[config.mk]
export PLATFORM = sky130hd
export DESIGN_NAME = traffic_light_monitor
export DESIGN_NICKNAME = d
export VERILOG_FILES = /design/src/rtl/traffic_light_monitor.sv
export SDC_FILE = /design/constraint.sdc
export NUM_CORES = 1
export LEC_CHECK = 0
export ABC_AREA = 1
export BUFFER_PORTS_ARGS = -buffer_cell sky130_fd_sc_hd__buf_2
export CORE_AREA = 2 2 75 77
export CTS_CLUSTER_DIAMETER = 80
export DETAILED_ROUTE_END_ITERATION = 10
export DIE_AREA = 0 0 77 79
export GPL_TIMING_DRIVEN = 0
export PLACE_DENSITY_LB_ADDON = 0.12
export SLEW_MARGIN = 20
export SYNTH_ARGS = -nofsm -noshare
export SYNTH_HDL_FRONTEND = slang
export SYNTH_SLANG_ARGS = --single-unit
[constraint.sdc]
create_clock -name clk -period 1.9 [get_ports clk]
set_clock_uncertainty 0.1 [all_clocks]
set_input_delay 0.095 -clock clk [delete_from_list [all_inputs] [get_ports clk]]
set_output_delay 0.095 -clock clk [all_outputs]
set_load 0.005 [all_outputs]
[src/rtl/traffic_light_monitor.sv]
// Traffic light safety monitor: latches the first unsafe light pattern and forces blinking RED.
// Optional yellow minimum-dwell check is compiled in with MIN_DWELL_CHECK_EN.
module traffic_light_monitor #(
  parameter int unsigned YELLOW_MIN_SEC = 2
) (
  input  logic       clk,
  input  logic       reset_n,
  input  logic       one_sec_tick,
  input  logic [1:0] n_light,
  input  logic [1:0] e_light,
  input  logic [1:0] s_light,
  input  logic [1:0] w_light,
  input  logic       clear_fault,
  output logic       fault,
  output logic [2:0] fault_code,
  output logic [1:0] fault_dir,
  output logic [1:0] safe_n,
  output logic [1:0] safe_e,
  output logic [1:0] safe_s,
  output logic [1:0] safe_w
);

  localparam int unsigned NUM_DIR = 4;
  localparam int unsigned LW      = 2;
  localparam int unsigned CODE_W  = 3;
  localparam int unsigned DIR_W   = 2;

  localparam logic [LW-1:0] L_OFF = 2'b00;
  localparam logic [LW-1:0] L_RED = 2'b01;
  localparam logic [LW-1:0] L_YEL = 2'b10;
  localparam logic [LW-1:0] L_GRN = 2'b11;

  localparam logic [CODE_W-1:0] C_NONE     = 3'b000;
  localparam logic [CODE_W-1:0] C_CONFLICT = 3'b001;
  localparam logic [CODE_W-1:0] C_ILLEGAL  = 3'b010;
  localparam logic [CODE_W-1:0] C_DARK     = 3'b011;
  localparam logic [CODE_W-1:0] C_DWELL    = 3'b100;

  typedef logic [NUM_DIR-1:0][LW-1:0] lights_t;

  typedef enum logic [1:0] {
    ARMING  = 2'd0,
    MONITOR = 2'd1,
    FAULT   = 2'd2
  } state_t;

  state_t              state;
  lights_t             cur;
  lights_t             prev;
  lights_t             safe_q;
  logic                blink;
  logic [NUM_DIR-1:0]  non_red;
  logic [NUM_DIR-1:0]  bad_step;
  logic [NUM_DIR-1:0]  dark;
  logic [NUM_DIR-1:0]  short_yellow;
  logic [CODE_W-1:0]   viol_code;
  logic [DIR_W-1:0]    viol_dir;

  // Index 0 = N, 1 = E, 2 = S, 3 = W
  assign cur = {w_light, s_light, e_light, n_light};

  function automatic logic [DIR_W-1:0] lowest(input logic [NUM_DIR-1:0] v);
    logic [DIR_W-1:0] r;
    r = '0;
    for (int i = NUM_DIR - 1; i >= 0; i--) begin
      if (v[i]) r = DIR_W'(i);
    end
    return r;
  endfunction

  // Per-direction classification of the current sample against the previous one
  always_comb begin
    non_red  = '0;
    bad_step = '0;
    dark     = '0;
    for (int i = 0; i < NUM_DIR; i++) begin
      non_red[i]  = (cur[i] != L_RED);
      dark[i]     = (cur[i] == L_OFF);
      bad_step[i] = ((prev[i] == L_GRN) && (cur[i] == L_RED)) ||
                    ((prev[i] == L_RED) && (cur[i] == L_YEL)) ||
                    ((prev[i] == L_YEL) && (cur[i] == L_GRN));
    end
  end

`ifdef MIN_DWELL_CHECK_EN
  localparam int unsigned CNT_W = 4;

  logic [NUM_DIR-1:0][CNT_W-1:0] dwell_cnt;

  // Whole ticks spent in YELLOW; the entry cycle clears and ignores a coincident tick
  always_ff @(posedge clk or negedge reset_n) begin
    if (!reset_n) begin
      dwell_cnt <= '0;
    end else begin
      for (int i = 0; i < NUM_DIR; i++) begin
        if ((cur[i] == L_YEL) && (prev[i] != L_YEL)) begin
          dwell_cnt[i] <= '0;
        end else if ((cur[i] == L_YEL) && one_sec_tick && (dwell_cnt[i] != '1)) begin
          dwell_cnt[i] <= dwell_cnt[i] + CNT_W'(1);
        end
      end
    end
  end

  always_comb begin
    short_yellow = '0;
    for (int i = 0; i < NUM_DIR; i++) begin
      short_yellow[i] = (prev[i] == L_YEL) && (cur[i] == L_RED) &&
                        (32'(dwell_cnt[i]) < YELLOW_MIN_SEC);
    end
  end
`else
  // Dwell check compiled out; the parameter stays on the interface for drop-in builds
  assign short_yellow = {NUM_DIR{1'b0}} & {NUM_DIR{YELLOW_MIN_SEC != 0}};
`endif

  // Highest-priority violation, only evaluated while monitoring
  always_comb begin
    viol_code = C_NONE;
    viol_dir  = '0;
    if (state == MONITOR) begin
      if ((non_red[0] || non_red[2]) && (non_red[1] || non_red[3])) begin
        viol_code = C_CONFLICT;
        viol_dir  = lowest(non_red);
      end else if (|bad_step) begin
        viol_code = C_ILLEGAL;
        viol_dir  = lowest(bad_step);
      end else if (|dark) begin
        viol_code = C_DARK;
        viol_dir  = lowest(dark);
      end else if (|short_yellow) begin
        viol_code = C_DWELL;
        viol_dir  = lowest(short_yellow);
      end
    end
  end

  // Monitor FSM with registered fault flags and lamp outputs
  always_ff @(posedge clk or negedge reset_n) begin
    if (!reset_n) begin
      state      <= ARMING;
      fault      <= 1'b0;
      fault_code <= C_NONE;
      fault_dir  <= '0;
      safe_q     <= {NUM_DIR{L_RED}};
      prev       <= {NUM_DIR{L_RED}};
      blink      <= 1'b1;
    end else begin
      prev <= cur;
      unique case (state)
        ARMING: begin
          state  <= MONITOR;
          safe_q <= cur;
        end
        MONITOR: begin
          if (viol_code != C_NONE) begin
            state      <= FAULT;
            fault      <= 1'b1;
            fault_code <= viol_code;
            fault_dir  <= viol_dir;
            blink      <= 1'b1;
            safe_q     <= {NUM_DIR{L_RED}};
          end else begin
            safe_q <= cur;
          end
        end
        FAULT: begin
          if (clear_fault) begin
            state      <= ARMING;
            fault      <= 1'b0;
            fault_code <= C_NONE;
            fault_dir  <= '0;
            safe_q     <= cur;
          end else if (one_sec_tick) begin
            blink  <= ~blink;
            safe_q <= {NUM_DIR{blink ? L_OFF : L_RED}};
          end else begin
            safe_q <= {NUM_DIR{blink ? L_RED : L_OFF}};
          end
        end
        default: begin
          state <= ARMING;
        end
      endcase
    end
  end

  assign safe_n = safe_q[0];
  assign safe_e = safe_q[1];
  assign safe_s = safe_q[2];
  assign safe_w = safe_q[3];

endmodule
# Word-level counts from Yosys, hierarchy flattened
# Cells that the tools add are included.
[classes]
reduce_logical = 36
n_bitwise = 1
muxes = 39
eq_ne = 34
[op_table]
columns = ["operator", "count"]
rows = [
  ["2-bit 2-to-1 mux", 22],
  ["2-bit equality test, second input constant", 17],
  ["8-bit case mux with 3 select lines", 1],
  ["2-bit by 1-bit equality test with 1-bit output, second input constant", 9],
  ["8-bit 2-to-1 mux", 2],
  ["1-bit logical AND", 13],
  ["2-bit logical NOT", 5],
  ["1-bit logical OR", 10],
  ["2-bit by 1-bit inequality test with 1-bit output, second input constant", 5],
  ["4-bit OR reduction", 2],
  ["7-bit 2-to-1 mux", 1],
  ["1-bit 2-to-1 mux", 6],
  ["3-bit 2-to-1 mux", 2],
  ["2-bit inequality test, second input constant", 3],
  ["2-bit case mux with 3 select lines", 1],
  ["3-bit case mux with 2 select lines", 1],
  ["3-bit nonzero test", 2],
  ["1-bit case mux with 2 select lines", 2],
  ["2-bit case mux with 2 select lines", 1],
  ["4-bit AND reduction", 1],
  ["3-bit AND reduction", 1],
  ["2-bit AND reduction", 1],
  ["2-bit nonzero test", 1],
  ["1-bit inverter", 1],
]
[word_totals]
reg_bits = 25
out_inout_bits = 14
in_bits = 12
wordCells = 123

# Logic depth before layout (Yosys ltp)
[depth]
ltp_word = 12
depth_mapped = 13
mapped_depth_nobuf = 13

# Worst setup path before layout
# Ideal clock, no wire load.
[synth_timing]
kind = "reg2reg"
from = "reg state[1]"
to = "reg fault"
required_time_ns = 1.673
period_less_slack_ns = 1.611
path_buffers = 1
setup_ns = 0.127
arrival_ns = 1.383
slack_ns = 0.289
path_stages_with_launch = 9
cell_sequence = "dfrtp_1 inv_1 ha_1 buf_1 nand2_2 nor2_4 a21oi_4 nand2_4 o21ai_1"
[synth_between]
elab_chain_len = 5
elab_cells_between_ends = 9
cone_classes = "eq/ne: 4; mux: 2; reduce/logical: 3"
[synth_lines]
columns = ["element", "line_no", "source"]
rows = [
  ["start, declared", "47", "state_t state;"],
  ["start signal, assigned", "141", "state <= ARMING;"],
  ["start signal, assigned", "152", "state <= MONITOR;"],
  ["start signal, assigned", "157", "state <= FAULT;"],
  ["2-bit by 1-bit equality test with 1-bit output", "121, 150", ""],
  ["2-bit 2-to-1 mux", "121", "if (state == MONITOR) begin"],
  ["3-bit nonzero test", "156", "if (viol_code != C_NONE) begin"],
  ["2-bit by 1-bit inequality test with 1-bit output (no line)", "--", ""],
  ["3-bit AND reduction (no line)", "--", ""],
  ["end signal, assigned", "142", "fault <= 1'b0;"],
  ["end signal, assigned", "158", "fault <= 1'b1;"],
  ["end signal, assigned", "170", "fault <= 1'b0;"],
  ["end, declared", "14", "output logic fault,"],
]
# Parallel ways exist; a longest one is shown, timed or not.
# A chain may end at the register's enable or synchronous reset.

# Worst setup path in the final report
[layout_timing]
from = "in w_light[0]"
to = "reg safe_q (netlist bit safe_e[1])"
[layout_between]
elab_chain_len = 11
elab_cells_between_ends = 21
cone_classes = "eq/ne: 4; mux: 6; reduce/logical: 11"
[layout_lines]
columns = ["element", "line_no", "source"]
rows = [
  ["start, declared", "12", "input logic [1:0] w_light,"],
  ["2-bit by 1-bit equality test with 1-bit output or 2-bit equality test (tied branches)", "79, 80", ""],
  ["1-bit logical AND, on equally long branches", "79, 80", ""],
  ["1-bit logical OR", "79", "bad_step[i] = ((prev[i] == L_GRN) && (cur[i] == L_RED)) ||"],
  ["1-bit logical OR", "80", "((prev[i] == L_RED) && (cur[i] == L_YEL)) ||"],
  ["4-bit OR reduction", "125", "end else if (|bad_step) begin"],
  ["2-bit 2-to-1 mux", "125", ""],
  ["2-bit 2-to-1 mux *", "122", "if ((non_red[0] || non_red[2]) && (non_red[1] || non_red[3])) begin"],
  ["2-bit 2-to-1 mux *", "121", ""],
  ["3-bit nonzero test *", "156", ""],
  ["8-bit 2-to-1 mux *", "156", ""],
  ["8-bit case mux with 3 select lines *", "150", "unique case (state)"],
  ["end signal, assigned", "153", "safe_q <= cur;"],
  ["end signal, assigned", "162", "safe_q <= {NUM_DIR{L_RED}};"],
  ["end signal, assigned", "164", "safe_q <= cur;"],
  ["end, declared", "50", "lights_t safe_q;"],
]
# Mark *: on every way between the ends. The rest lies on a longest branch, timed or not.

==> impl_metrics.yaml <==
cells_and_area:
  final_common_cell: "nand2_1"
  drive_above_1_share_pct: 29.9
  area_growth_pct: 27.4
  fin_nets: 258
  fin_area_sq_um: 1930
  final_cell_mix: "nand2_1 (61), inv_1 (23), buf_2 (20), dfrtp_1 (15), nand3_1 (14)"
  num_antenna_cells: 0
  finalNonFillerCells: 313
routing:
  drc: 0
  post_drt_wl_per_cell_microns: 11.1
  wl_met2_microns: 1580
  viasPerCell: 4.29
  routed-via-count: 1344
  dr.pass1.iters: 4
  ant_nets: 0
  top_layer: "met4"
  met3_length_microns: 114
  drt-initial-drc-count: 24
  wl_met1_microns: 1750
  drt_wl_total_microns: 3480
place:
  portBuffers: 24
  place_congestion: 0.796
  placedCellCount: 300
  placed_cell_area_sq_um: 1730
  dp_hpwl_microns: 2640
critical_path:
  crit_start: "w_light[0]"
  end_kind: "flip-flop"
  cp.required_ns: 2.02
  critPathArrivalTime_ns: 1.90
  crit_type: "in2reg"
  r2r_start: "prev[4]"
  path_max_fanout: 6
  rr_endpoint: "safe_e[1]"
  start_kind: "input pin"
  worstRegToRegCells: 10
  reg2reg_slack_ns: 0.14
worst_hold_path:
  min_from: "one_sec_tick"
  hold_path.class: "in2reg"
  hold_depth: 5
  hold_end: "blink"
clocking:
  clkLatencyLatePin_ns: 0.28
  ctsHtreeMaxLevel: 1
  clkSlewWorstSetupHoldPaths_ns: 0.10
  cts_root_buf: "clkbuf_8"
  cts_tree: "done"
  clock_sinks: 24
  numCtsBuffers: 3
  cts_buffer_depth: 2
floorplanning:
  core_area_sq_um: 5340
  die_x_microns: 77
  start_util_pct: 28.4
  fp.dieH_microns: 79
  io-pin-count: 26
  dieArea_sq_um: 6080
  num_rows: 27
synthesis:
  ys_seq_area_share_pct: 40.4
  synthMuxAreaShare_pct: 0
  synthAdderAreaFrac_pct: 3.30
  synth.avg_cell_area_sq_um: 7.43
  synth-edff-count: 0
  synth-compound-area-share_pct: 10.2
  yosysWarnings: 0
  async_reset_ff_share_pct: 100
  syn_nets: 220
  synth_area_sq_um: 1520
  synthDistinctLibCells: 27
  synth_ff_type: "dfrtp_1"
  yosys.area_share.simple_pct: 37.2
  ys_seq_elements: 24
  synth-xor-area-share_pct: 0
  synthCells: 204
  synth_top_family_by_area: "simple AND/OR/NAND/NOR gates"
global_route:
  grtUsageTotal_pct: 12.2
  overflow: 0
  grt_pass1_wl_microns: 5960
  grt_max_degree: 25
  first_global_vias: 1308
  antenna_found_initial: 0
timing:
  hold_viol_final: 0
  fmax_ghz: 0.563
  slew_headroom_pct: 64.1
  post-route-period-util_pct: 93.6
  worstMarginPinSlew_ns: 0.539
  setup_violations: 0
  slew_viol_final: 0
  hold-worst-slack_ns: 0.112
  period_minus_slack_ns: 1.78
outcome:
  status: "finished clean"
power:
  cellPowerDensity_nw_per_um2: 1180
  power_leakage_uw: 0.000998
  ir_drop_uv: 584
flow_run:
  maxCapViolations: 0
## worst max-delay path, stage by stage
cell and delay, ns:
dlygate4sd3_1 0.53, buf_2 0.16, inv_2 0.10, nor2_2 0.05, nand2_1 0.05, nand3_1 0.11
nor2_4 0.17, nand3_4 0.11, nor2_4 0.19, nor2_2 0.05, o21ai_2 0.10, nand3_1 0.10
nand2_1 0.07
## timing repair
item,4_1_cts,5_1_grt
endpoints found under the hold margin,23,0
setup buffers,0,1
gates resized for setup,0,20
hold buffers,9,0
setup endpoints to repair,0,16
## stage by stage
stage	worst slack [ns]	TNS [ns]	utilization [%]	total power (uW)
after CTS	0.0508	0	35.0	2290
after global routing	-0.00319	-0.00752	36.2	2530
after global placement	0.0725	0	32.3	1890
after floorplan	0.289	0	-	1550
after detailed placement	0.0735	0	32.3	1890
final	0.122	0	36.2	2280
## Yosys cell counts (all sizes together), types with 2 or more instances
library cell,n,share of area (%)
dfstp,9,16
o21ai,17,6.6
ha,4,3.3
dfrtp,15,25
a21oi,7,3.1
nand4,5,2.1
buf,2,0.74
nand2,68,18
inv,30,7.4
nor2,21,8.2
nand3,21,8.9
## power breakdown
group | total [uW] | switching, uW | internal (uW)
clock | 368 | 182 | 185
sequential | 803 | 80.3 | 723
combinational | 1110 | 679 | 433
total | 2280 | 941 | 1340
## area by class of cell
class,instances,area (sq um)
inverters,31,121
well taps,72,90.1
multi-input cells,146,810
repair buffers,34,231
flip-flops and latches,24,612
clock buffers,4,55.1
plain buffers,2,11.3
fillers,630,3410
## worst max-delay path by stage
stage                      endpoint  slack [ns]  cells past startpoint
after floorplan               fault        0.29                      8
after CTS                 safe_w[1]        0.05                      9
after global routing      safe_s[0]      -0.003                     12
final                     safe_e[1]        0.12                     13
after global placement    safe_w[1]        0.07                      9
after detailed placement  safe_s[1]        0.07                      9
## sequential cells by signal, summed over array words and instances (netlist names)
signal,cells
prev,8
fault_code,2
fault_dir,2
safe_e,2
safe_n,2
safe_s,2
safe_w,2
state,2
blink,1
fault,1
## routing by layer
| metal | global-route usage (%) | up-vias |
|---|---|---|
| met2 | 19.6 | 23 |
| met5 | 0 | - |
| met4 | 3.75 | 0 |
| met1 | 16.8 | 603 |
| li1 | - | 714 |
| met3 | 2.27 | 4 |
## logic make-up after synthesis
group / after synthesis
compound gates: 25
fa+ha+maj: 4
other cells: 1
buf+inv: 34
simple gates: 116
flops: 24
(Power assumes the default switching activity.)
